[config.mk]
export PLATFORM = sky130hd
export DESIGN_NAME = ps2_key_ctrl
export DESIGN_NICKNAME = d
export VERILOG_FILES = /design/src/rtl/ps2_pkg.sv /design/src/rtl/ps2_evt_fifo.sv /design/src/rtl/ps2_key_ctrl.sv
export SDC_FILE = /design/constraint.sdc
export NUM_CORES = 1
export LEC_CHECK = 0
export CAP_MARGIN = 0
export CORE_MARGIN = 2
export CORE_UTILIZATION = 55
export CTS_CLUSTER_SIZE = 14
export DETAILED_ROUTE_END_ITERATION = 12
export PLACE_DENSITY = 0.76
export SLEW_MARGIN = 10
export SYNTH_ARGS = -nofsm -noshare
export SYNTH_HDL_FRONTEND = slang
export SYNTH_SLANG_ARGS = --single-unit
[constraint.sdc]
create_clock -name i_clk -period 2.95 [get_ports i_clk]
set_input_delay 0.4425 -clock i_clk [delete_from_list [all_inputs] [get_ports i_clk]]
set_output_delay 0.4425 -clock i_clk [all_outputs]
set_load 0.05 [all_outputs]
[src/rtl/ps2_pkg.sv]
// Shared types and constants for the PS/2 keyboard receiver: frame FSM states,
// event layout {ext, brk, code} and the two prefix scan codes.
package ps2_pkg;

    typedef enum logic [1:0] {
        IDLE   = 2'd0,
        DATA   = 2'd1,
        PARITY = 2'd2,
        STOP   = 2'd3
    } ps2_state_t;

    localparam int EVT_W = 10;

    localparam logic [7:0] PS2_EXT = 8'hE0;
    localparam logic [7:0] PS2_BRK = 8'hF0;

    typedef struct packed {
        logic       ext;
        logic       brk;
        logic [7:0] code;
    } evt_t;

endpackage

[src/rtl/ps2_evt_fifo.sv]
// Event FIFO, first-word-fall-through, power-of-two depth; rd_dat reads zero when empty.
// Latency: a write is visible on rd_vld/rd_dat the cycle after it is accepted.
// Backpressure: wr_rdy drops when full unless a read retires a word in the same cycle.
module ps2_evt_fifo #(
    parameter int WIDTH = 10,
    parameter int DEPTH = 8
) (
    input  logic             core_clk,
    input  logic             arst_n,
    input  logic             wr_vld,
    output logic             wr_rdy,
    input  logic [WIDTH-1:0] wr_dat,
    output logic             rd_vld,
    input  logic             rd_rdy,
    output logic [WIDTH-1:0] rd_dat
);

    localparam int AW = $clog2(DEPTH);

    logic [WIDTH-1:0] mem [DEPTH];
    logic [AW-1:0]    wr_ptr;
    logic [AW-1:0]    rd_ptr;
    logic [AW:0]      cnt;
    logic             full;
    logic             do_wr;
    logic             do_rd;

    assign full   = (cnt == (AW+1)'(DEPTH));
    assign rd_vld = (cnt != '0);
    assign do_rd  = rd_vld & rd_rdy;
    assign wr_rdy = ~full | do_rd;
    assign do_wr  = wr_vld & wr_rdy;
    assign rd_dat = rd_vld ? mem[rd_ptr] : '0;

    always_ff @(posedge core_clk or negedge arst_n) begin
        if (!arst_n) begin
            wr_ptr <= '0;
            rd_ptr <= '0;
            cnt    <= '0;
        end else begin
            if (do_wr) wr_ptr <= wr_ptr + 1'b1;
            if (do_rd) rd_ptr <= rd_ptr + 1'b1;
            case ({do_wr, do_rd})
                2'b10:   cnt <= cnt + 1'b1;
                2'b01:   cnt <= cnt - 1'b1;
                default: ;
            endcase
        end
    end

    // Storage needs no reset: rd_dat is masked while the FIFO is empty.
    always_ff @(posedge core_clk) begin
        if (do_wr) mem[wr_ptr] <= wr_dat;
    end

endmodule

[src/rtl/ps2_key_ctrl.sv]
// PS/2 keyboard receiver: sync + glitch filter, 11-bit frame FSM, E0/F0 decoder, event FIFO (PS2_PARITY_CHK_EN adds odd-parity check).
// Latency: FIFO push one cycle after the STOP edge is detected, o_valid the cycle after that.
// Backpressure: i_ready pops the FIFO; a push into a full FIFO is dropped and sets sticky o_ovf.
module ps2_key_ctrl
    import ps2_pkg::*;
#(
    parameter int CLK_HZ     = 100000000,
    parameter int TIMEOUT_US = 2000,
    parameter int FILT_CYC   = 8,
    parameter int FIFO_DEPTH = 8
) (
    input  logic             i_clk,
    input  logic             i_rst_n,
    input  logic             PS2Clk,
    input  logic             PS2Data,
    output logic [EVT_W-1:0] o_evt,
    output logic             o_valid,
    input  logic             i_ready,
    output logic             o_err,
    output logic             o_ovf,
    input  logic             i_clr
);

    localparam longint TO_LONG = (longint'(TIMEOUT_US) * longint'(CLK_HZ)) / 64'd1000000;
    localparam int     TO_W    = (TO_LONG < 2) ? 1 : $clog2(TO_LONG + 1);
    localparam logic [TO_W-1:0] TO_CYC = TO_W'(TO_LONG);
    localparam int     FW      = $clog2(FILT_CYC + 1);

    logic            clk_s1, clk_s2, dat_s1, dat_s2;
    logic            filt_lvl, filt_prev;
    logic [FW-1:0]   filt_cnt;
    logic            fall;

    ps2_state_t      state, state_nxt;
    logic [2:0]      bit_cnt, bit_cnt_nxt;
    logic [7:0]      shreg, shreg_nxt;
    logic [TO_W-1:0] to_cnt;
    logic            frame_ok, abort;
    logic            par_ok;

    logic            done_vld;
    logic [7:0]      done_code;
    logic            ext_flg, brk_flg;
    logic            push, push_rdy;
    evt_t            push_evt;

    always_ff @(posedge i_clk or negedge i_rst_n) begin
        if (!i_rst_n) begin
            clk_s1    <= 1'b1;
            clk_s2    <= 1'b1;
            dat_s1    <= 1'b1;
            dat_s2    <= 1'b1;
            filt_lvl  <= 1'b1;
            filt_prev <= 1'b1;
            filt_cnt  <= '0;
        end else begin
            clk_s1    <= PS2Clk;
            clk_s2    <= clk_s1;
            dat_s1    <= PS2Data;
            dat_s2    <= dat_s1;
            filt_prev <= filt_lvl;
            // Accept a new clock level only after FILT_CYC consecutive agreeing samples.
            if (clk_s2 == filt_lvl) begin
                filt_cnt <= '0;
            end else if (filt_cnt == FW'(FILT_CYC - 1)) begin
                filt_lvl <= clk_s2;
                filt_cnt <= '0;
            end else begin
                filt_cnt <= filt_cnt + 1'b1;
            end
        end
    end

    assign fall = filt_prev & ~filt_lvl;

    always_comb begin
        state_nxt   = state;
        bit_cnt_nxt = bit_cnt;
        shreg_nxt   = shreg;
        frame_ok    = 1'b0;
        abort       = 1'b0;
        if (state != IDLE && !fall && to_cnt == TO_CYC) begin
            abort     = 1'b1;
            state_nxt = IDLE;
        end else if (fall) begin
            case (state)
                IDLE: begin
                    if (!dat_s2) begin
                        state_nxt   = DATA;
                        bit_cnt_nxt = '0;
                    end
                end
                DATA: begin
                    shreg_nxt   = {dat_s2, shreg[7:1]};
                    bit_cnt_nxt = bit_cnt + 3'd1;
                    if (bit_cnt == 3'd7) state_nxt = PARITY;
                end
                PARITY: state_nxt = STOP;
                STOP: begin
                    state_nxt = IDLE;
                    if (dat_s2 && par_ok) frame_ok = 1'b1;
                    else                  abort    = 1'b1;
                end
                default: state_nxt = IDLE;
            endcase
        end
    end

`ifdef PS2_PARITY_CHK_EN
    always_ff @(posedge i_clk or negedge i_rst_n) begin
        if (!i_rst_n)                      par_ok <= 1'b0;
        else if (fall && state == PARITY)  par_ok <= ^{shreg, dat_s2};
    end
`else
    assign par_ok = 1'b1;
`endif

    always_ff @(posedge i_clk or negedge i_rst_n) begin
        if (!i_rst_n) begin
            state     <= IDLE;
            bit_cnt   <= '0;
            shreg     <= '0;
            to_cnt    <= '0;
            done_vld  <= 1'b0;
            done_code <= '0;
            o_err     <= 1'b0;
            ext_flg   <= 1'b0;
            brk_flg   <= 1'b0;
        end else begin
            state    <= state_nxt;
            bit_cnt  <= bit_cnt_nxt;
            shreg    <= shreg_nxt;
            done_vld <= frame_ok;
            o_err    <= abort;
            if (frame_ok) done_code <= shreg;
            // The gap timer restarts on every edge and is idle outside a frame.
            if (state_nxt == IDLE || fall) to_cnt <= '0;
            else if (to_cnt != TO_CYC)     to_cnt <= to_cnt + 1'b1;
            if (abort) begin
                ext_flg <= 1'b0;
                brk_flg <= 1'b0;
            end else if (done_vld) begin
                if (done_code == PS2_EXT) begin
                    ext_flg <= 1'b1;
                end else if (done_code == PS2_BRK) begin
                    brk_flg <= 1'b1;
                end else begin
                    ext_flg <= 1'b0;
                    brk_flg <= 1'b0;
                end
            end
        end
    end

    assign push     = done_vld && (done_code != PS2_EXT) && (done_code != PS2_BRK);
    assign push_evt = {ext_flg, brk_flg, done_code};

    always_ff @(posedge i_clk or negedge i_rst_n) begin
        if (!i_rst_n)              o_ovf <= 1'b0;
        else if (push && !push_rdy) o_ovf <= 1'b1;
        else if (i_clr)             o_ovf <= 1'b0;
    end

    ps2_evt_fifo #(
        .WIDTH (EVT_W),
        .DEPTH (FIFO_DEPTH)
    ) u_fifo (
        .core_clk (i_clk),
        .arst_n   (i_rst_n),
        .wr_vld   (push),
        .wr_rdy   (push_rdy),
        .wr_dat   (push_evt),
        .rd_vld   (o_valid),
        .rd_rdy   (i_ready),
        .rd_dat   (o_evt)
    );

endmodule

==> results.json <==
{
  "drtPass1Iterations": 4,
  "ys_async_sr_fraction_pct": 44.4,
  "final.setup_skew_ps": 6.82,
  "cts-buffers-inserted": 17,
  "dieHeight_um": 108,
  "rsz0062_at_grt": "no",
  "final-seq-area_um2": 4010,
  "r2r-start": "done_code[2]",
  "critPathArrivalTime_ps": 3210,
  "comb_power_share_pct": 19.8,
  "clk_pin_slew_ps": 60,
  "cts_tree": "built",
  "r2r-end": "u_fifo.cnt[3]",
  "seqPwrFrac_pct": 44.3,
  "cp-start-kind": "flop",
  "yosys.area.top_type": "edfxtp_1",
  "synth_area_um2": 5990,
  "ys_seq_area_share_pct": 67.0,
  "synth-edff-count": 80,
  "clock.fmax_mhz": 359,
  "vias_per_cell": 5.73,
  "clock_latency_ps": 520,
  "grt_max_degree": 37,
  "clockRootBuffer": "clkbuf_8",
  "tns_ps": 0,
  "synth_seq_cells": 144,
  "vias": 3326,
  "grt_pass1_vias": 3464,
  "switching_share_pct": 28.0,
  "critPathCaptureType": "flop",
  "post-cts-setup-buffer-count": 0,
  "cp.required_ps": 3370,
  "critPathKind": "flop to flop",
  "finalCriticalPeriod_ps": 2790,
  "antenna_found_initial": 0,
  "synth.distinct_cells": 46,
  "htreeDepth": 4,
  "place_congestion": 0.729,
  "holdPathEnd": "clk_s1",
  "clockPowerShare_pct": 35.9,
  "final_cells": 580,
  "maxSlewHeadroom_pct": 33.7,
  "placed_cell_area_um2": 6380,
  "synth_top_area_share_pct": 40.1,
  "worstHoldPathType": "input pin to flop",
  "tightest_slew_ps": 990,
  "ant_nets": 0,
  "synthCells": 388,
  "peakVddDrop_mv": 0.646,
  "r2r_setup_slack_ps": 160,
  "hold_viol_final": 0,
  "rows": 38,
  "num_io_pins": 19,
  "rr_worst_depth": 8,
  "portBuffers": 18,
  "die_x_um": 108,
  "p_int_uw": 3900,
  "totalWireLength_um": 10800,
  "layout_common_cells": "edfxtp_1, dfrtp_1, nor2_1",
  "clk_path_buf_depth": 2,
  "power.switching_uw": 1510,
  "crit_fanout": 10,
  "die_area_um2": 11700,
  "synthFlopType": "edfxtp_1",
  "fillCellCount": 747,
  "core_area_um2": 10700,
  "synth_nets": 404,
  "drc": 0,
  "yosysWarningCount": 0,
  "multi_input_area_um2": 1880,
  "nets": 443,
  "whs_ps": 329,
  "cts_sinks": 144,
  "finish.instance_area_um2": 6940,
  "initial_core_util_pct": 55.7,
  "ys_top_cells_by_area": "edfxtp_1, dfrtp_1, mux4_2, mux2_2, dfstp_2",
  "grt_overflow_total": 0,
  "mostFrequentLayoutCell": "edfxtp_1",
  "grt_pass1_wl_um": 17700,
  "drv_slew": 0,
  "leakage_uw": 0.00278,
  "setup_viol": 0,
  "wl_per_cell_um": 18.6,
  "n_antenna_cell": 0,
  "dp_hpwl_um": 6600,
  "areaGrowthSynthToFinish_pct": 15.9,
  "status": "completed",
  "syn_area_per_cell_um2": 15.4,
  "worstHoldPathCells": 1,
  "hp-start": "PS2Clk",
  "grt_usage_pct": 20.7,
  "drv_cap": 0,
  "layout-drive-gt1-share_pct": 24.1,
  "power.density_nw_per_um2": 780,
  "drt_iter0_drc": 173,
  "place_inst": 547,
  "finalCritPeriodShare_pct": 94.4
}
==> per-layer routing <==
layer | routed length, um | GRT usage, %
met4 | 304 | 9.62
met2 | 5760 | 35.5
met3 | 413 | 5.00
met1 | 4300 | 24.9
met5 | 0 | 0
==> synth_stat cells (3+ instances only) <==
library cell   n
nor3_1        10
nor3b_1        4
mux2i_1       12
buf_2          3
a21o_1         3
inv_1         17
clkbuf_1       7
o21ai_0        7
nor4_1         3
nor2_1        34
mux4_2        20
dfrtp_1       58
edfxtp_1      80
mux2_2        20
dfstp_2        6
xnor2_1       18
a21oi_1       10
nand3_1        9
or3_1          8
nand4_1        3
ha_1           9
nand2_1       15
==> worst max-delay path, cell delays in order, from the launching register on <==
cell	delay (ps)
dfrtp_1	470
nand4b_1	250
o41a_1	420
nor2_1	270
ha_1	310
a21o_1	220
a21o_1	200
or4_1	410
o2111ai_1	140
==> flip-flops by register name, indices dropped and copies added, names as in the netlist <==
name and count:
filt_cnt 4, u_fifo.mem 80, o_err 1, bit_cnt 3, dat_s1 1, u_fifo.rd_ptr 3, done_code 8, u_fifo.wr_ptr 3
u_fifo.cnt 4, filt_lvl 1, to_cnt 18, filt_prev 1, o_ovf 1, done_vld 1, state 2, brk_flg 1
dat_s2 1, clk_s2 1, shreg 8, ext_flg 1, clk_s1 1
==> how the worst max path moves through the flow <==
stage | startpoint | to | slack (ps)
global route | u_fifo.rd_ptr[0] | o_evt[7] | 70
finish | done_code[2] | u_fifo.cnt[3] | 160
CTS | u_fifo.rd_ptr[0] | o_evt[7] | 50
detailed placement | i_ready | u_fifo.cnt[3] | 270
floorplan | done_code[2] | u_fifo.mem[2][0] | 120
global placement | done_code[2] | u_fifo.cnt[3] | 400
==> per-stage QoR <==
| step | util (%) | worst slack [ps] | total power [uW] |
|---|---|---|---|
| global placement | 59.4 | 399 | 3460 |
| floorplan | - | 123 | 3230 |
| global route | 64.6 | 68.5 | 5660 |
| finish | 64.6 | 164 | 5410 |
| CTS | 64.6 | 51.2 | 5450 |
| detailed placement | 59.4 | 267 | 3500 |
==> cells by family after synthesis <==
group           Yosys count  share of synthesized area, %
flops                   144                          67.0
simple gates            102                          8.86
mux                      53                          13.7
compound gates           30                          3.36
buf+inv                  29                          2.01
xor+xnor                 20                          2.92
fa+ha+maj                10                          2.21
==> final cells by class <==
| type | instances | area share, % |
|---|---|---|
| timing repair buffer | 32 | 3.91 |
| clock inverter | 12 | 1.71 |
| inverter | 17 | 0.919 |
| sequential | 144 | 57.8 |
| multi-input combinational | 215 | 27.0 |
| clock buffer | 20 | 6.13 |
| tap | 140 | 2.52 |
==> repair_timing <==
item / in CTS / in global routing
endpoints found under the setup margin: 0 / 1
hold buffers: 1 / 0
hold endpoints to repair: 24 / 0
gates resized for setup: 0 / 1
==> power groups by stage <==
stage | Clock (uW) | Sequential [uW] | Combinational [uW]
2_1_floorplan | 0 | 2370 | 864
3_3_place_gp | 0 | 2430 | 1030
3_5_place_dp | 0 | 2430 | 1070
4_1_cts | 1970 | 2400 | 1080
5_1_grt | 2060 | 2420 | 1180
6_report | 1940 | 2400 | 1070
No activity file was read; power rests on OpenSTA's default activity.
